**config.mk**
```make
export PLATFORM = sky130hd
export DESIGN_NAME = i2c_slave_transmit_controller_flat
export DESIGN_NICKNAME = d
export VERILOG_FILES = /design/src/rtl/i2c_slave_transmit_controller_if.sv /design/src/rtl/i2c_slave_transmit_controller.sv /design/src/flat_wrapper.sv
export SDC_FILE = /design/constraint.sdc
export NUM_CORES = 1
export LEC_CHECK = 0
export CAP_MARGIN = 20
export CORE_ASPECT_RATIO = 1.1
export CORE_MARGIN = 1.5
export CORE_UTILIZATION = 48
export CTS_CLUSTER_DIAMETER = 120
export DETAILED_ROUTE_END_ITERATION = 7
export GPL_TIMING_DRIVEN = 1
export PLACE_DENSITY = 0.75
export SLEW_MARGIN = 10
export SYNTH_ARGS = -nofsm -noshare
export SYNTH_HDL_FRONTEND = slang
export SYNTH_SLANG_ARGS = --single-unit
```
**constraint.sdc**
```tcl
create_clock -name clock -period 5.89 [get_ports clock]
set_clock_uncertainty 0.1 [all_clocks]
set_input_delay 1.178 -clock clock [delete_from_list [all_inputs] [get_ports clock]]
set_output_delay 1.178 -clock clock [all_outputs]
set_load 0.02 [all_outputs]
```
**src/rtl/i2c_slave_transmit_controller_if.sv**
```systemverilog
// Handshake, byte-writer, bit-reader and status signals of the I2C
// slave-transmit sequencer, grouped so the controller and its user share one bundle.
interface i2c_slave_transmit_controller_if #(
  parameter int COUNT_WIDTH = 8
);
  logic                   start;
  logic                   bus_stop;
  logic [7:0]             tx_data;
  logic                   tx_valid;
  logic                   tx_ready;
  logic                   wb_enable;
  logic                   wb_data;
  logic                   wb_load;
  logic                   wb_finish;
  logic                   rb_enable;
  logic                   rb_data;
  logic                   rb_finish;
  logic                   scl_stretch;
  logic                   busy;
  logic                   done;
  logic                   abort;
  logic                   nack;
  logic [COUNT_WIDTH-1:0] byte_count;

  modport slave (
    input  start, bus_stop, tx_data, tx_valid, wb_load, wb_finish, rb_data, rb_finish,
    output tx_ready, wb_enable, wb_data, rb_enable, scl_stretch, busy, done, abort,
           nack, byte_count
  );

  modport master (
    output start, bus_stop, tx_data, tx_valid, wb_load, wb_finish, rb_data, rb_finish,
    input  tx_ready, wb_enable, wb_data, rb_enable, scl_stretch, busy, done, abort,
           nack, byte_count
  );
endinterface

```
**src/rtl/i2c_slave_transmit_controller.sv**
```systemverilog
// Slave-transmit (master-read) sequencer: fetches bytes from user logic, feeds the
// serial byte writer, collects the master's ACK and stretches SCL while starved.
module i2c_slave_transmit_controller #(
  parameter int COUNT_WIDTH    = 8,
  parameter int TIMEOUT_CYCLES = 1024
) (
  input logic                            clock,
  input logic                            reset_n,
  i2c_slave_transmit_controller_if.slave bus
);

  localparam int               TMO_W    = (TIMEOUT_CYCLES > 1) ? $clog2(TIMEOUT_CYCLES) : 1;
  localparam bit               TMO_EN   = (TIMEOUT_CYCLES > 0);
  localparam logic [TMO_W-1:0] TMO_LAST = (TIMEOUT_CYCLES > 0) ? TMO_W'(TIMEOUT_CYCLES - 1)
                                                               : {TMO_W{1'b0}};

  typedef enum logic [1:0] {
    ST_IDLE = 2'd0,
    ST_WAIT = 2'd1,
    ST_SEND = 2'd2,
    ST_ACK  = 2'd3
  } state_t;

  state_t                 state_q,   state_d;
  logic [7:0]             shift_q,   shift_d;
  logic [COUNT_WIDTH-1:0] count_q,   count_d;
  logic                   nack_q,    nack_d;
  logic                   stretch_q, stretch_d;
  logic                   busy_q,    busy_d;
  logic [TMO_W-1:0]       tmo_q,     tmo_d;

  logic load_s;
  logic rb_en_s;
  logic done_s;
  logic abort_s;

  function automatic logic [COUNT_WIDTH-1:0] sat_inc(input logic [COUNT_WIDTH-1:0] v);
    if (v == {COUNT_WIDTH{1'b1}}) begin
      return v;
    end else begin
      return v + COUNT_WIDTH'(1);
    end
  endfunction

  // Next-state, datapath updates and per-cycle strobes; bus_stop outranks every other event.
  always_comb begin
    state_d = state_q;
    shift_d = shift_q;
    count_d = count_q;
    nack_d  = nack_q;
    tmo_d   = {TMO_W{1'b0}};
    load_s  = 1'b0;
    rb_en_s = 1'b0;
    done_s  = 1'b0;
    abort_s = 1'b0;

    case (state_q)
      ST_IDLE: begin
        if (bus.start && !bus.bus_stop) begin
          count_d = {COUNT_WIDTH{1'b0}};
          nack_d  = 1'b0;
          load_s  = bus.tx_valid;
          shift_d = bus.tx_valid ? bus.tx_data : shift_q;
          state_d = bus.tx_valid ? ST_SEND : ST_WAIT;
        end else begin
          state_d = ST_IDLE;
        end
      end

      ST_WAIT: begin
        if (bus.bus_stop) begin
          abort_s = 1'b1;
          state_d = ST_IDLE;
        end else if (bus.tx_valid) begin
          load_s  = 1'b1;
          shift_d = bus.tx_data;
          state_d = ST_SEND;
        end else if (TMO_EN && (tmo_q == TMO_LAST)) begin
          abort_s = 1'b1;
          state_d = ST_IDLE;
        end else begin
          tmo_d = tmo_q + TMO_W'(1);
        end
      end

      ST_SEND: begin
        if (bus.bus_stop) begin
          abort_s = 1'b1;
          state_d = ST_IDLE;
        end else if (bus.wb_finish) begin
          count_d = sat_inc(count_q);
          rb_en_s = 1'b1;
          state_d = ST_ACK;
        end else if (bus.wb_load) begin
          shift_d = {shift_q[6:0], 1'b0};
        end else begin
          shift_d = shift_q;
        end
      end

      ST_ACK: begin
        if (bus.bus_stop) begin
          abort_s = 1'b1;
          state_d = ST_IDLE;
        end else if (bus.rb_finish && bus.rb_data) begin
          nack_d  = 1'b1;
          done_s  = 1'b1;
          state_d = ST_IDLE;
        end else if (bus.rb_finish) begin
          load_s  = bus.tx_valid;
          shift_d = bus.tx_valid ? bus.tx_data : shift_q;
          state_d = bus.tx_valid ? ST_SEND : ST_WAIT;
        end else begin
          state_d = ST_ACK;
        end
      end

      default: begin
        state_d = ST_IDLE;
      end
    endcase

    stretch_d = (state_d == ST_WAIT);
    busy_d    = (state_d != ST_IDLE);
  end

  // State and status registers; reset drops SCL stretching immediately.
  always_ff @(posedge clock or negedge reset_n) begin
    if (!reset_n) begin
      state_q   <= ST_IDLE;
      shift_q   <= 8'h00;
      count_q   <= {COUNT_WIDTH{1'b0}};
      nack_q    <= 1'b0;
      stretch_q <= 1'b0;
      busy_q    <= 1'b0;
      tmo_q     <= {TMO_W{1'b0}};
    end else begin
      state_q   <= state_d;
      shift_q   <= shift_d;
      count_q   <= count_d;
      nack_q    <= nack_d;
      stretch_q <= stretch_d;
      busy_q    <= busy_d;
      tmo_q     <= tmo_d;
    end
  end

  // The writer sees the new MSB already in the cycle the byte is accepted.
  assign bus.tx_ready    = load_s;
  assign bus.wb_enable   = load_s;
  assign bus.wb_data     = load_s ? bus.tx_data[7] : shift_q[7];
  assign bus.rb_enable   = rb_en_s;
  assign bus.scl_stretch = stretch_q;
  assign bus.busy        = busy_q;
  assign bus.done        = done_s;
  assign bus.abort       = abort_s;
  assign bus.nack        = nack_q;
  assign bus.byte_count  = count_q;

endmodule

```
**src/flat_wrapper.sv**
```systemverilog
// flat-port wrapper written by rule: the top's interface ports become plain ports
module i2c_slave_transmit_controller_flat 
#(
  parameter int COUNT_WIDTH    = 8,
  parameter int TIMEOUT_CYCLES = 1024
)
  (clock, reset_n, bus_start, bus_bus_stop, bus_tx_data, bus_tx_valid, bus_wb_load, bus_wb_finish, bus_rb_data, bus_rb_finish, bus_tx_ready, bus_wb_enable, bus_wb_data, bus_rb_enable, bus_scl_stretch, bus_busy, bus_done, bus_abort, bus_nack, bus_byte_count);
  i2c_slave_transmit_controller_if #(.COUNT_WIDTH(COUNT_WIDTH)) bus_i ();
  input logic clock;
  input logic reset_n;
  input wire logic [$bits(bus_i.start)-1:0] bus_start;
  input wire logic [$bits(bus_i.bus_stop)-1:0] bus_bus_stop;
  input wire logic [$bits(bus_i.tx_data)-1:0] bus_tx_data;
  input wire logic [$bits(bus_i.tx_valid)-1:0] bus_tx_valid;
  input wire logic [$bits(bus_i.wb_load)-1:0] bus_wb_load;
  input wire logic [$bits(bus_i.wb_finish)-1:0] bus_wb_finish;
  input wire logic [$bits(bus_i.rb_data)-1:0] bus_rb_data;
  input wire logic [$bits(bus_i.rb_finish)-1:0] bus_rb_finish;
  output wire logic [$bits(bus_i.tx_ready)-1:0] bus_tx_ready;
  output wire logic [$bits(bus_i.wb_enable)-1:0] bus_wb_enable;
  output wire logic [$bits(bus_i.wb_data)-1:0] bus_wb_data;
  output wire logic [$bits(bus_i.rb_enable)-1:0] bus_rb_enable;
  output wire logic [$bits(bus_i.scl_stretch)-1:0] bus_scl_stretch;
  output wire logic [$bits(bus_i.busy)-1:0] bus_busy;
  output wire logic [$bits(bus_i.done)-1:0] bus_done;
  output wire logic [$bits(bus_i.abort)-1:0] bus_abort;
  output wire logic [$bits(bus_i.nack)-1:0] bus_nack;
  output wire logic [$bits(bus_i.byte_count)-1:0] bus_byte_count;
  assign bus_i.start = bus_start;
  assign bus_i.bus_stop = bus_bus_stop;
  assign bus_i.tx_data = bus_tx_data;
  assign bus_i.tx_valid = bus_tx_valid;
  assign bus_i.wb_load = bus_wb_load;
  assign bus_i.wb_finish = bus_wb_finish;
  assign bus_i.rb_data = bus_rb_data;
  assign bus_i.rb_finish = bus_rb_finish;
  assign bus_tx_ready = bus_i.tx_ready;
  assign bus_wb_enable = bus_i.wb_enable;
  assign bus_wb_data = bus_i.wb_data;
  assign bus_rb_enable = bus_i.rb_enable;
  assign bus_scl_stretch = bus_i.scl_stretch;
  assign bus_busy = bus_i.busy;
  assign bus_done = bus_i.done;
  assign bus_abort = bus_i.abort;
  assign bus_nack = bus_i.nack;
  assign bus_byte_count = bus_i.byte_count;
  i2c_slave_transmit_controller #(.COUNT_WIDTH(COUNT_WIDTH), .TIMEOUT_CYCLES(TIMEOUT_CYCLES)) u_core (.clock(clock), .reset_n(reset_n), .bus(bus_i));
endmodule
```
==> summary.txt <==
Outcome
  – Status: finished clean

Clocking
  – Clk_lat worst skew: 330 ps
  – H-tree depth: 2
  – Post-CTS setup buffers: 0
  – Clock sink total: 31
  – Longest Clk Path Bufs: 2
  – Clk slew on worst S/H paths: 90 ps
  – # resized after CTS: 0
  – CTS tree: built
  – Cts bufs inserted: 5
  – Post-CTS Hold Buffers: 0
  – CTS Root Buffer Type: clkbuf_4

Place
  – IO Port Bufs: 33
  – Final GP Congestion: 0.862
  – Dpl hpwl: 2.54 mm
  – Post-Place Setup Slack: 1610 ps

Synth
  – Synthesized net count: 201
  – Number of synthesized flops with an enable pin: 0
  – YS warnings: 0
  – Main synth FF type: dfrtp_1
  – Seq/Total Area, Yosys: 0.459
  – Synth area leaders: dfrtp_1, nand2_1, mux2_2, nor2_1, o31ai_1
  – Avg Inst Size Synth: 9.28 µm²
  – Synth async-reset ratio: 1.00
  – Post-synth top area cell: dfrtp_1
  – #FFs+latches synth: 31
  – Synthesized area: 1690 µm²
  – Post-synthesis cell count: 182
  – Distinct cells, synth: 37
  – Post-synth top area share: 0.459

Pwr
  – Peak supply drop: 148 µV
  – Pwr Density: 257 nW/µm²
  – Leak: 0.935 nW

Timing
  – Final WS setup: 1610 ps
  – Relative slew margins: 0.313
  – RSZ-0062 raised after global routing: no
  – Final min period: 4280 ps
  – Sum Neg Setup Slack: 0 ps
  – Max frequency: 0.233 GHz
  – Slew Viols, Final: 0
  – Slew @ Worst Pin: 1020 ps
  – Final hold vios: 0
  – Setup violators final: 0
  – Ratio of final minimum period to clock period: 0.727

Final layout
  – Most common cell after layout, fill and taps aside: clkdlybuf4s50_1
  – Number of diodes: 0
  – Layout net count: 236
  – Layout cells sized above 1: 0.101
  – Commonest non-fill, non-tap cells in the layout: clkdlybuf4s50_1, nand2_1, dfrtp_1
  – Syn-to-layout area delta: 27.0%
  – # fillers: 311

Hold path
  – Hold Path Depth: 1
  – Min-Delay Path Class: flop to flop

Drt
  – Via-to-Cell Ratio: 5.22
  – Drc violations: 0
  – Total wire length: 3.50 mm
  – Initial DRC count: 83
  – Drt wl/cell: 13.2 µm
  – Routed Antenna Nets: 0
  – Router iterations before antenna repair: 4
  – Vias: 1388

Setup path
  – R2R depth: 5
  – WP data required: 4610 ps
  – Setup CP Type: input port to output port
  – CP max FO: 6
  – Crit end category: output port
  – Startpoint types: input port
  – WP data arrival: 3000 ps
  – R2r setup slk: 3580 ps

Floorplan
  – Core area: 3360 µm²
  – Die height: 65.2 µm
  – Row count: 22
  – Die W: 59.6 µm
  – Ports: 34
  – Die Area: 3880 µm²
  – Initial Utilization: 0.503

Global routing
  – GRT overflow: 0
  – First-pass GRT wire length: 5.93 mm
  – Number of global-route vias before repair: 1327
  – Pin count of the biggest net entering global routing: 32
  – Total global routing track utilization: 0.199
  – Initial antenna violation count: 0

Run
  – MaxCap Viol Count: 0
-- routing by layer --
metal | track usage | share of wire | vias to the layer above
met4 | 0.0944 | 0.013 | 0
li1 | - | - | 705
met1 | 0.269 | 0.46 | 652
met5 | 0 | 0 | -
met3 | 0.0374 | 0.034 | 5
met2 | 0.306 | 0.49 | 26
-- worst max-delay path, stage by stage --
cell	delay (ps)
clkdlybuf4s50_1	580
o21a_1	170
and3b_1	200
mux2_2	340
clkdlybuf4s50_1	530
-- path summary, 6_finish.rpt --
kind / startpoint / to
setup / recovery: bus_tx_valid / bus_wb_data
hold reg to reg: u_core.bus.nack / u_core.bus.nack
hold / removal: u_core.bus.nack / u_core.bus.nack
setup reg to reg: u_core.bus.byte_count[0] / u_core.bus.byte_count[0]
min in group asynchronous: reset_n / u_core.bus.byte_count[2]
max in group asynchronous: reset_n / u_core.state_q[0]
-- layout make-up --
class / instances / area (µm²) / share of cell area
sequential: 31 / 776 / 0.362
inverter: 4 / 15.0 / 0.00700
multi-input combinational: 140 / 866 / 0.403
timing repair buffer: 35 / 343 / 0.160
tap: 48 / 60.1 / 0.0280
clock inverter: 2 / 35.0 / 0.0163
clock buffer: 6 / 51.3 / 0.0239
-- registers in the layout, summed over array words and instances, names as in the netlist --
| signal | count |
|---|---|
| u_core.tmo_q | 10 |
| u_core.bus.busy | 1 |
| u_core.bus.nack | 1 |
| u_core.bus.scl_stretch | 1 |
| u_core.shift_q | 8 |
| u_core.bus.byte_count | 8 |
| u_core.state_q | 2 |
-- per-stage QoR --
stage	area (µm²)	power, mW	instances	utilization	hold slack (ps)
2_1_floorplan	1690	0.333	182	-	369
3_5_place_dp	2050	0.381	257	0.612	373
4_1_cts	2140	0.557	265	0.637	396
6_report	2150	0.551	266	0.639	391
3_3_place_gp	2050	0.375	257	0.612	360
5_1_grt	2150	0.580	266	0.639	422
-- synthesized netlist by cell type (2+ instances only) --
cell / count
dfrtp_1: 31
nand4_1: 4
ha_1: 2
o31ai_1: 10
and3_1: 5
and2_1: 3
nor2b_1: 4
nor2_1: 22
nor3_1: 4
nand2_1: 31
buf_2: 2
o21ai_0: 7
and3b_1: 2
nand2b_1: 3
mux2_2: 9
inv_1: 4
xor2_1: 7
nand3_1: 9
clkbuf_1: 4
a21oi_1: 2
-- cells by family after synthesis --
family / synth area share
mux: 0.0659
fa+ha+maj: 0.0148
compound gates: 0.130
flops: 0.459
simple gates: 0.260
buf+inv: 0.0281
xor+xnor: 0.0415
-- where the power goes --
group	total (mW)	internal (mW)	switching [mW]	leakage, nW
sequential	0.261	0.241	0.0198	0.413
clock	0.175	0.100	0.0751	0.0482
combinational	0.114	0.0607	0.0536	0.474
total	0.551	0.402	0.148	0.935
(Power assumes the default switching activity.)
